--- src/rtl/pipe_hazard_ctrl.sv ---
// Stall/flush sequencer for the 5-stage pipeline: memory wait with watchdog, branch flush, load-use stall.
// Define HAZARD_PERF_CNT_EN to add saturating perf_mem_stall / perf_lu_stall / perf_flush counters.
module pipe_hazard_ctrl #(
   parameter int MEM_TIMEOUT = 15,
   parameter int WAIT_W      = 4
) (
   input  logic       clock,
   input  logic       reset,
   input  logic [4:0] id_rs,
   input  logic [4:0] id_rt,
   input  logic       id_uses_rt,
   input  logic       ex_memread,
   input  logic [4:0] ex_rt,
   input  logic       ex_branch_taken,
   input  logic       mem_req,
   input  logic       mem_ready,
   output logic       pc_we,
   output logic       ifid_we,
   output logic       ifid_flush,
   output logic       idex_we,
   output logic       idex_bubble,
   output logic       exmem_we,
   output logic       memwb_bubble,
   output logic       mem_err,
   output logic       ctrl_state
`ifdef HAZARD_PERF_CNT_EN
   ,
   output logic [15:0] perf_mem_stall,
   output logic [15:0] perf_lu_stall,
   output logic [15:0] perf_flush
`endif
);

   typedef enum logic {RUN = 1'b0, MEM_WAIT = 1'b1} ctrlState_t;

   localparam logic [WAIT_W-1:0] TIMEOUT_CNT = WAIT_W'(MEM_TIMEOUT);
   localparam logic [WAIT_W-1:0] ONE_CNT     = WAIT_W'(1);

   ctrlState_t        state, stateNext;
   logic [WAIT_W-1:0] waitCnt, waitCntNext;
   logic              memErr;
   logic              memStall, branchFlush, luStall, watchdogFire, luMatch;

   assign luMatch = ex_memread && (ex_rt != 5'd0) &&
                    ((ex_rt == id_rs) || (id_uses_rt && (ex_rt == id_rt)));

   // Event decode in priority order; branch and load-use only matter in RUN.
   always_comb begin
      stateNext    = state;
      waitCntNext  = waitCnt;
      memStall     = 1'b0;
      branchFlush  = 1'b0;
      luStall      = 1'b0;
      watchdogFire = 1'b0;
      case (state)
         RUN: begin
            if (mem_req && !mem_ready) begin
               memStall    = 1'b1;
               stateNext   = MEM_WAIT;
               waitCntNext = ONE_CNT;
            end else if (ex_branch_taken) begin
               branchFlush = 1'b1;
            end else if (luMatch) begin
               luStall = 1'b1;
            end
         end
         MEM_WAIT: begin
            if (mem_ready) begin
               stateNext   = RUN;
               waitCntNext = '0;
            end else if (waitCnt == TIMEOUT_CNT) begin
               watchdogFire = 1'b1;
               stateNext    = RUN;
               waitCntNext  = '0;
            end else begin
               memStall = 1'b1;
               if (waitCnt != '1) waitCntNext = waitCnt + ONE_CNT;
            end
         end
      endcase
   end

   always_comb begin
      pc_we        = 1'b1;
      ifid_we      = 1'b1;
      ifid_flush   = 1'b0;
      idex_we      = 1'b1;
      idex_bubble  = 1'b0;
      exmem_we     = 1'b1;
      memwb_bubble = 1'b0;
      if (reset) begin
         pc_we        = 1'b0;
         ifid_we      = 1'b0;
         idex_we      = 1'b0;
         exmem_we     = 1'b0;
         idex_bubble  = 1'b1;
         memwb_bubble = 1'b1;
      end else if (memStall) begin
         pc_we        = 1'b0;
         ifid_we      = 1'b0;
         idex_we      = 1'b0;
         exmem_we     = 1'b0;
         memwb_bubble = 1'b1;
      end else if (branchFlush) begin
         ifid_flush  = 1'b1;
         idex_bubble = 1'b1;
      end else if (luStall) begin
         pc_we       = 1'b0;
         ifid_we     = 1'b0;
         idex_bubble = 1'b1;
      end
   end

   always_ff @(posedge clock or posedge reset) begin
      if (reset) begin
         state   <= RUN;
         waitCnt <= '0;
         memErr  <= 1'b0;
      end else begin
         state   <= stateNext;
         waitCnt <= waitCntNext;
         memErr  <= memErr | watchdogFire;
      end
   end

   assign mem_err    = memErr;
   assign ctrl_state = state;

`ifdef HAZARD_PERF_CNT_EN
   always_ff @(posedge clock or posedge reset) begin
      if (reset) begin
         perf_mem_stall <= '0;
         perf_lu_stall  <= '0;
         perf_flush     <= '0;
      end else begin
         if (memStall && perf_mem_stall != 16'hFFFF) perf_mem_stall <= perf_mem_stall + 16'd1;
         if (luStall && perf_lu_stall != 16'hFFFF)   perf_lu_stall  <= perf_lu_stall + 16'd1;
         if (branchFlush && perf_flush != 16'hFFFF)  perf_flush     <= perf_flush + 16'd1;
      end
   end
`endif

endmodule

--- config.mk ---
export PLATFORM = sky130hd
export DESIGN_NAME = pipe_hazard_ctrl
export DESIGN_NICKNAME = d
export VERILOG_FILES = /design/src/rtl/pipe_hazard_ctrl.sv
export SDC_FILE = /design/constraint.sdc
export NUM_CORES = 1
export LEC_CHECK = 0
export CORE_UTILIZATION = 34
export CTS_CLUSTER_DIAMETER = 120
export DETAILED_ROUTE_END_ITERATION = 8
export GPL_TIMING_DRIVEN = 0
export PLACE_DENSITY_LB_ADDON = 0.2
export RECOVER_POWER = 100
export SKIP_LAST_GASP = 1
export SLEW_MARGIN = 20
export SYNTH_ARGS = -nofsm -noshare
export SYNTH_HDL_FRONTEND = slang
export SYNTH_SLANG_ARGS = --single-unit
--- constraint.sdc ---
create_clock -name clock -period 1.6 [get_ports clock]
set_clock_uncertainty 0.05 [all_clocks]
set_input_delay 0.16 -clock clock [delete_from_list [all_inputs] [get_ports clock]]
set_output_delay 0.16 -clock clock [all_outputs]
set_load 0.02 [all_outputs]
# --- Word level (Yosys, flattened, before mapping) ---
# Index checks and enable logic that the tools add are counted.
word_totals:
  ff_bits: 6
  input_bits: 22
  word_cells: 54
op_classes:
  n_addsub: 1
  n_eq_ne: 6
  n_mux: 34
  n_bitwise: 2
  n_reduce_logical: 8
ops:
  columns: ["op", "count"]
  rows:
  - ["$mux W1", 28]
  - ["$mux W4", 4]
  - ["$eq A5 B5 Y1", 2]
  - ["$pmux W4 S2", 1]
  - ["$reduce_bool A5 Y1", 1]
  - ["$add A4 B1 Y4 const B", 1]
  - ["$eq A4 B4 Y1 const B", 1]
  - ["$logic_and A1 B1 Y1", 4]
  - ["$ne A4 B2 Y1 const B", 1]
  - ["$ne A4 B4 Y1 const B", 1]
  - ["$ne A2 B2 Y1 const B", 1]
  - ["$pmux W1 S2", 1]
  - ["$reduce_and A2 Y1", 1]
  - ["$logic_not A1 Y1", 1]
  - ["$logic_or A1 B1 Y1", 1]
  - ["$not A1 Y1", 1]
  - ["$or A1 B1 Y1", 1]

# --- Depth between registers and ports, before layout ---
# Gate-level depths: netlist (run 1).
depth:
  depth_word: 12
  ltp_mapped: 5
  mapped_depth_nobuf: 4

# --- Worst setup path before layout (run 1) ---
# Ideal clock, no wire load.
synth_timing:
  path_type: "register -> output"
  startpoint: "reg state, in the netlist ctrl_state"
  endpoint: "out pc_we"
  t_arrival_ns: 1.738
  required_ns: 1.390
  path_slack_ns: -0.348
  path_stages_with_launch: 6
  cell_sequence: "dfrtp_1 -> o21bai_1 -> a41oi_1 -> nor2_1 -> o41a_1 -> buf_4"
synth_rtl:
  columns: ["item", "line_no", "source"]
  rows:
  - ["start: declaration", "39", "ctrlState_t state, stateNext;"]
  - ["start signal: assignment", "120", "state <= stateNext;"]
  - ["$not A1 Y1", null, null]
  - ["$pmux W1 S2 (*)", "55", "case (state)"]
  - ["named net memStall", "42", "logic memStall, branchFlush, luStall, watchdogFire, luMatch;"]
  - ["$mux W1 (*) (2 in a row)", null, null]
  - ["end: declaration", "17", "output logic pc_we,"]
# Mark *: on every way through the listed nets, which the timed path passes. The rest lies on a longest branch.

# --- Worst setup path in the final report (run 1) ---
layout_timing:
  startpoint: "reg state, in the netlist ctrl_state"
  endpoint: "out pc_we"
layout_between:
  elab_chain_cells: 5
layout_lines:
  columns: ["item", "line_no", "source"]
  rows:
  - ["$mux W1", "55", null]
  - ["$mux W1", "107", "end else if (luStall) begin"]
  - ["$mux W1", "104", "end else if (branchFlush) begin"]
  - ["$mux W1 (*)", "98", "end else if (memStall) begin"]
  - ["$mux W1 (*)", "91", "if (reset) begin"]
# Every way passes the cells marked *; elsewhere a longest branch is shown, timed or not.

==> results of run 1 <==
==> cell families after synthesis <==
group                    Yosys count  synth area share
AO/OA/AOI/OAI                     14             0.216
XOR/XNOR                          11             0.208
AND/OR/NAND/NOR                   11             0.140
buffers and inverters              6            0.0647
flip-flops                         6             0.323
multiplexers                       1            0.0216
adder cells (fa/ha/maj)            1            0.0269
==> registers in the layout (all words and copies together) (netlist names) <==
register and flops:
ctrl_state 1, mem_err 1, waitCnt 4
==> power groups by stage <==
stage | clock network [mW] | registers (mW) | logic (mW)
after floorplan | 0 | 0.179 | 0.0893
after global placement | 0 | 0.179 | 0.187
after detailed placement | 0 | 0.180 | 0.190
after CTS | 0.162 | 0.180 | 0.200
after global routing | 0.183 | 0.183 | 0.255
final | 0.158 | 0.183 | 0.240
==> synthesized netlist by cell type <==
library cell | instances | share of area
a41o_1 | 1 | 0.022
nor4_2 | 1 | 0.027
nor2_1 | 2 | 0.016
ha_1 | 1 | 0.027
a21oi_1 | 2 | 0.022
nor2b_1 | 1 | 0.013
a41oi_1 | 1 | 0.019
nand2_1 | 2 | 0.016
o21bai_1 | 1 | 0.016
a32oi_1 | 1 | 0.019
xor2_1 | 9 | 0.17
mux2i_1 | 1 | 0.022
nand2b_1 | 1 | 0.013
dfrtp_1 | 6 | 0.32
o41a_1 | 1 | 0.024
o21ai_0 | 4 | 0.043
a211oi_1 | 1 | 0.016
or4_1 | 1 | 0.016
inv_1 | 4 | 0.032
buf_4 | 2 | 0.032
and3_1 | 2 | 0.027
a22o_1 | 1 | 0.019
o31ai_1 | 1 | 0.016
nor3_1 | 1 | 0.011
xnor2_1 | 2 | 0.038
==> path summary, 6_finish.rpt <==
path / startpoint / endpoint / slack, ps / cells after the start
max reg2reg: waitCnt[0]$_DFFE_PP0P_ / waitCnt[3]$_DFFE_PP0P_ / 270 / 6
min in group clock: mem_req / ctrl_state$_DFF_PP0_ / 320 / 3
min reg2reg: mem_err$_DFF_PP0_ / mem_err$_DFF_PP0_ / 410 / 1
max in group asynchronous: reset / ctrl_state$_DFF_PP0_ / 990 / 2
max: ctrl_state$_DFF_PP0_ / pc_we / -180 / 5
min: reset / waitCnt[0]$_DFFE_PP0P_ / 300 / 2
==> critical path, cell delays in order (launching register included) <==
cell and delay [ps]:
dfrtp_2 490, a21oi_4 170, inv_1 80, o41a_1 340, buf_6 130, buf_6 120
==> metrics by stage <==
step | hold WS [ps] | total power [mW]
after floorplan | -99.1 | 0.268
after global placement | 409 | 0.366
after detailed placement | 406 | 0.370
after CTS | 189 | 0.542
after global routing | 296 | 0.621
final | 303 | 0.580
==> metal layers <==
layer,up-vias,share of wire,GRT usage
li1,266,-,-
met1,266,0.40,0.245
met2,28,0.52,0.413
met3,2,0.069,0.0925
met4,0,0.0062,0.0690
met5,-,0,0
==> timing repair <==
| action | 4_1_cts | 5_1_grt |
|---|---|---|
| resized for setup | 68 | 25 |
| setup buffers | 4 | 6 |
| endpoints found under the setup margin | 7 | 8 |
| pin swaps | 14 | 9 |
==> layout make-up <==
class,instances,area (um^2),area share
multi-input cells,38,370,0.393
repair buffers,40,339,0.360
flip-flops and latches,6,151,0.161
clock buffers,4,26.3,0.0279
plain buffers,2,22.5,0.0239
well taps,14,17.5,0.0186
inverters,4,15.0,0.0159
==> results by group, run 1 <==
GRT
  – All-Layer GR Usage: 0.231
  – First-pass GRT wire length: 2290 um
  – Vias in the first global route: 550
  – Gr ovfl total: 0
  – Initial antenna violation count: 0
  – Pin count of the biggest net entering global routing: 8

CTS
  – H-tree levels: 1
  – Clk_lat worst skew: 250 ps
  – TritonCTS Sinks: 6
  – Clock Tree Buf Depth: 2
  – CTS buffer count: 3
  – Hold_buf cts: 0
  – CTS tree: yes
  – Root Driver: clkbuf_4
  – Worst-path clk slew: 50 ps

Timing
  – Achievable Freq: 0.561 GHz
  – Unrepaired setup endpoints after global routing: yes
  – Tcrit/Tclk final: 1.11
  – Crit path time final: 1780 ps
  – Final Setup Violations: 7
  – Slew Viols, Final: 0
  – Worst setup margin: -184 ps
  – Setup_tns: -717 ps
  – Hold Violations, Final: 0
  – Slew HR: 0.821
  – Slew @ Worst Pin: 267 ps

Power
  – Max VDD drop: 0.561 mV
  – Clk pwr share: 0.272
  – Combinational power share: 0.413
  – Sw Share: 0.322
  – P_int: 0.393 mW
  – Sequential Power Share: 0.315
  – Leakage: 0.454 nW
  – Psw: 0.187 mW
  – PwrDens: 616 nW/um^2

Die
  – Initial Util: 0.391
  – FP Rows: 12
  – Die X: 39.0 um
  – Io pins: 31
  – Core area: 1190 um^2
  – Die Ht: 39.0 um
  – Die ar.: 1520 um^2

Layout
  – Fill cells: 84
  – Synth-to-Final Area Change: 103%
  – Final #Nets: 118
  – Ant diodes: 0
  – Design area: 942 um^2
  – Most frequent cells in the layout: buf_4 (11), xor2_1 (7), buf_6 (6), dlygate4sd2_1 (6), buf_2 (6)
  – Leading cell type in the layout, fill and taps excluded: buf_4
  – Layout cells sized above 1: 0.447
  – Core Util, Final: 0.794
  – Final std cells w/o fill: 108

Place
  – Pre-CTS setup slack: -921 ps
  – GP Congestion: 0.765
  – Placed Instance Area: 808 um^2
  – I/O Buffers: 30
  – # placed instances: 94
  – Post-DP HPWL: 1000 um

Worst setup path
  – Critical path class: reg2out
  – Worst path required time: 1390 ps
  – Critical Path End Type: output port
  – Critical path arrival: 1570 ps
  – Crit path max fanout: 7
  – Crit start category: flop

Job
  – Total of max-cap violations: 0

Yosys
  – Syn Nets: 73
  – Avg Inst Size Synth: 9.28 um^2
  – Synth warnings: 0
  – Cell Area, Synth: 464 um^2
  – Post-synthesis cell count: 50
  – Sequential area share after synthesis: 0.323
  – Yosys reg bits: 6
  – Distinct cells, synth: 25

Route
  – Via count: 562
  – Post-Route WL: 1620 um
  – Per-cell routed wire length: 15.0 um
  – Initial DRC Count: 20
  – Routed Antenna Nets: 0
  – Vias/cell: 5.20
  – Remaining DRCs: 0
  – Drt first pass iters: 4

Outcome
  – Status: finished with violations
  – Failing checks: negative setup slack

Hold path
  – Hold Path Class: in2async
No activity file was read; power rests on OpenSTA's default activity.
==> run 2: changes to the inputs <==
Settings changed: ABC_CLOCK_PERIOD_IN_PS set to 1600.
==> results of run 2 <==
The final DEF is identical to that of run 1; final timing and power are the same.
==> patch 1: new RTL, config.mk and constraints of run 2 <==
Change the parameter `WAIT_W` from 4 to 6.
--- a/src/rtl/pipe_hazard_ctrl.sv
+++ b/src/rtl/pipe_hazard_ctrl.sv
@@ -2,7 +2,7 @@
 // Define HAZARD_PERF_CNT_EN to add saturating perf_mem_stall / perf_lu_stall / perf_flush counters.
 module pipe_hazard_ctrl #(
    parameter int MEM_TIMEOUT = 15,
-   parameter int WAIT_W      = 4
+   parameter int WAIT_W      = 6
 ) (
    input  logic       clock,
    input  logic       reset,
Function: no difference found for any inputs over 10 cycles, from zero or initial values and one cycle with reset high; that may be too few to reach the edited logic, so the function may still have changed.
==> patch 1 against run 2 <==
- the flow still finishes with violations (setup timing)
- total power rose by 3.2%
- first-iteration DRC count down 15%
- combinational power fell by 7%
- highest routed layer unchanged
- area after synthesis grew 38%
- worst setup slack worse by 0.12 ns
- sequential cell count grew 2
- wire length is 7.2% higher
- via count up 25%
- design area rose by 14%
==> patch 1: results (changes against run 2) <==
[metrics] Post-Synthesis Net Count: 97 (was 73)
[metrics] Post-Route WL: 1740 µm (was 1620 µm)
[metrics] NumNets Final: 138 (was 118)
[metrics] placed wire-length estimate after detailed placement: 1280 µm (was 1000 µm)
[metrics] via count of the first global-routing pass: 647 (was 550)
[metrics] pin count of the biggest net entering global routing: 9 (was 8)
[metrics] result of the run: finished, violations left (unchanged)
[metrics] Post-Place Cell Area: 1000 µm² (was 808 µm²)
[metrics] number of cells produced by synthesis: 74 (was 50)
[metrics] hold_ws: 0.269 ns (was 0.303 ns)
[metrics] failing checks: setup timing (unchanged)
[metrics] final weighted congestion of routability-driven global placement: 0.799 (was 0.765)
[metrics] power density over cell area: 557 nW/µm² (was 616 nW/µm²)
[metrics] Routed met1 length: 723 µm (was 656 µm)
[metrics] top cells by instance count after synthesis: 10 x sky130_fd_sc_hd__xor2_1, 8 x sky130_fd_sc_hd__dfrtp_1, 7 x sky130_fd_sc_hd__inv_1 (was 9 x sky130_fd_sc_hd__xor2_1, 6 x sky130_fd_sc_hd__dfrtp_1, 4 x sky130_fd_sc_hd__inv_1, 4 x sky130_fd_sc_hd__o21ai_0)
[metrics] Avg WL per Cell: 12.6 µm (was 15.0 µm)
[metrics] average via count per standard cell: 5.09 (was 5.20)
[metrics] Synth area leaders: sky130_fd_sc_hd__dfrtp_1 31%, sky130_fd_sc_hd__xor2_1 14%, sky130_fd_sc_hd__inv_1 4.1%, sky130_fd_sc_hd__xnor2_1 4.1%, sky130_fd_sc_hd__o21ai_0 3.9% (was sky130_fd_sc_hd__dfrtp_1 32%, sky130_fd_sc_hd__xor2_1 17%, sky130_fd_sc_hd__o21ai_0 4.3%, sky130_fd_sc_hd__xnor2_1 3.8%, sky130_fd_sc_hd__buf_4 3.2%)
[metrics] global routing met1 resource utilization: 21.1% (was 24.5%)
[metrics] transition at the pin with the smallest max-transition slack: 0.373 ns (was 0.267 ns)
[metrics] pre-CTS setup slack: -0.955 ns (was -0.921 ns)
[metrics] IR Drop Worst-Case VDD: 0.392 mV (was 0.561 mV)
[metrics] total placed cells including tap cells: 129 (was 94)
[metrics] Finish-stage setup viols: 7 (unchanged)
[metrics] Routed met3 length: 55 µm (was 112 µm)
[metrics] violation count after the first detailed-routing iteration: 17 (was 20)
[metrics] met2 demand-to-capacity share in global routing: 28.6% (was 41.3%)
[metrics] GRT Util Overall: 17.4% (was 23.1%)
[metrics] final worst-path setup slack: -0.302 ns (was -0.184 ns)
[metrics] Largest delay share family, worst path: flip-flops (was compound AO/OA/AOI/OAI gates)
[metrics] met3 track utilization from global routing: 5.95% (was 9.25%)
[metrics] fill count: 156 (was 84)
[metrics] leakage power: 0.000474 µW (was 0.000454 µW)
[metrics] Register-to-Register Setup Slack: 0 ns (was 0.27 ns)
[metrics] highest-delay cell along the critical path: sky130_fd_sc_hd__dfrtp_1 (was sky130_fd_sc_hd__dfrtp_2)
## patch 1: cell families after synthesis
kind of cell | Yosys count | synth area share [%]
and+or+nand+nor | 23 | 19.3
adders and majority gates | 1 | 1.95
DFF | 8 | 31.2
AOI/OAI and AO/OA | 18 | 21.8
xor gates and xnor gates | 13 | 17.7
buffers and inverters | 11 | 7.99
## patch 1: power breakdown
part | switching [µW] | internal [µW]
clock | 68.4 | 85.8
sequential | 8.69 | 212
combinational | 108 | 116
total | 185 | 414
## patch 1: final cells by class
type	instances	share of cell area [%]
Multi-Input combinational cell	55	42.2
Buffer	3	2.21
Inverter	7	2.44
Sequential cell	8	18.7
Timing Repair Buffer	37	29.4
Tap cell	25	2.91
Clock buffer	3	2.09
## patch 1: what timing repair did
| action | CTS | global route |
|---|---|---|
| pin swaps | 14 | 7 |
| resized for setup | 82 | 7 |
| setup buffers | 6 | 2 |
| endpoints found under the setup margin | 12 | 12 |
==> patch 2: new RTL, settings of run 2 <==
Made on the original files. Put one more register stage on the output `mem_err`, with the module's reset. The value now appears one clock later. The other outputs are not delayed to match.
--- a/src/rtl/pipe_hazard_ctrl.sv
+++ b/src/rtl/pipe_hazard_ctrl.sv
@@ -123,7 +123,13 @@
       end
    end
 
-   assign mem_err    = memErr;
+   always_ff @(posedge clock or posedge reset) begin
+      if (reset) begin
+         mem_err <= '0;
+      end else begin
+         mem_err <= memErr;
+      end
+   end
    assign ctrl_state = state;
 
 `ifdef HAZARD_PERF_CNT_EN
Function: same outputs for any inputs over 10 cycles, from zero or initial values and one cycle with reset high; that may be too few to reach the edited logic, so the function may still have changed.
==> patch 2 against run 2 <==
- area after synthesis grew 5.4%
- sequential cell count grew 1
- via count shrank 2.5%
- design area grew 1.6%
- clock power grew 9%
- worst setup slack lost 0.051 ns
- the flow still finishes with violations (setup timing)
- largest cell class unchanged
- total power grew 4.8%
- global-route usage shrank 1.6 points
- wire length shrank 5.3%
- non-clock buffer count shrank 2
==> patch 2: results (changes against run 2) <==
[metrics] transition at the pin with the smallest max-transition slack: 0.282 ns (was 0.267 ns)
[metrics] sequential fraction of the synthesis area: 35.8% (was 32.3%)
[metrics] Worst Path Max Fanout: 2 (was 7)
[metrics] leakage power: 0.000438 µW (was 0.000454 µW)
[metrics] number of cells produced by synthesis: 51 (was 50)
[metrics] result of the run: finished, violations left (unchanged)
[metrics] top cells by instance count after synthesis: 9 x sky130_fd_sc_hd__xor2_1, 7 x sky130_fd_sc_hd__dfrtp_1, 4 x sky130_fd_sc_hd__inv_1, 4 x sky130_fd_sc_hd__o21ai_0 (was 9 x sky130_fd_sc_hd__xor2_1, 6 x sky130_fd_sc_hd__dfrtp_1, 4 x sky130_fd_sc_hd__inv_1, 4 x sky130_fd_sc_hd__o21ai_0)
[metrics] GRT Util Overall: 21.5% (was 23.1%)
[metrics] Routed met3 length: 110 µm (was 112 µm)
[metrics] failing checks: setup timing (unchanged)
[metrics] final worst-path setup slack: -0.235 ns (was -0.184 ns)
[metrics] Fin Setup TNS: -0.637 ns (was -0.717 ns)
[metrics] met2 demand-to-capacity share in global routing: 36.3% (was 41.3%)
[metrics] endpoint arrival time on the critical path: 1.62 ns (was 1.57 ns)
[metrics] pre-CTS setup slack: -0.966 ns (was -0.921 ns)
[metrics] via count of the first global-routing pass: 494 (was 550)
[metrics] violation count after the first detailed-routing iteration: 11 (was 20)
[metrics] hold_ws: 0.300 ns (was 0.303 ns)
[metrics] Finish-stage setup viols: 5 (was 7)
[metrics] Register-to-Register Setup Slack: 0.34 ns (was 0.27 ns)
[metrics] fraction of final layout cells with drive strength greater than 1: 45.2% (was 44.7%)
[metrics] final weighted congestion of routability-driven global placement: 0.757 (was 0.765)
[metrics] fraction of synthesized area in multiplexers: 2.05% (was 2.16%)
[metrics] met3 track utilization from global routing: 7.22% (was 9.25%)
[metrics] layout-stage area growth over the synthesis result: 95.7% (was 103%)
[metrics] clock network latency to the later pin of the worst-skew pair: 0.27 ns (was 0.25 ns)
[metrics] Avg WL per Cell: 14.2 µm (was 15.0 µm)
patch 2: changes by cell type in the layout (fill, tap and decap cells not counted), sizes merged:
cell           change
dlygate4sd3        +1
clkdlybuf4s15      -1
buf                -1
dlygate4sd2        +1
dlymetal6s2s       -2
dfrtp              +1
patch 2: cell type report:
| type | count | share of cell area, % |
|---|---|---|
| clock buffer | 4 | 2.75 |
| inverter | 4 | 1.57 |
| timing repair buffer | 38 | 32.9 |
| multi-input combinational | 38 | 40.4 |
| sequential | 7 | 18.4 |
| tap | 15 | 1.96 |
| buffer | 2 | 1.96 |
patch 2: power by group:
part	internal, µW	switching [µW]
Sequential	189	17.7
Combinational	126	104
Clock	95.8	76.0
Total	410	198
patch 2: cells by family after synthesis:
group | after synthesis
buffers and inverters | 6
multiplexers | 1
adder cells (fa/ha/maj) | 1
AO/OA/AOI/OAI | 14
AND/OR/NAND/NOR | 11
XOR/XNOR | 11
flip-flops | 7
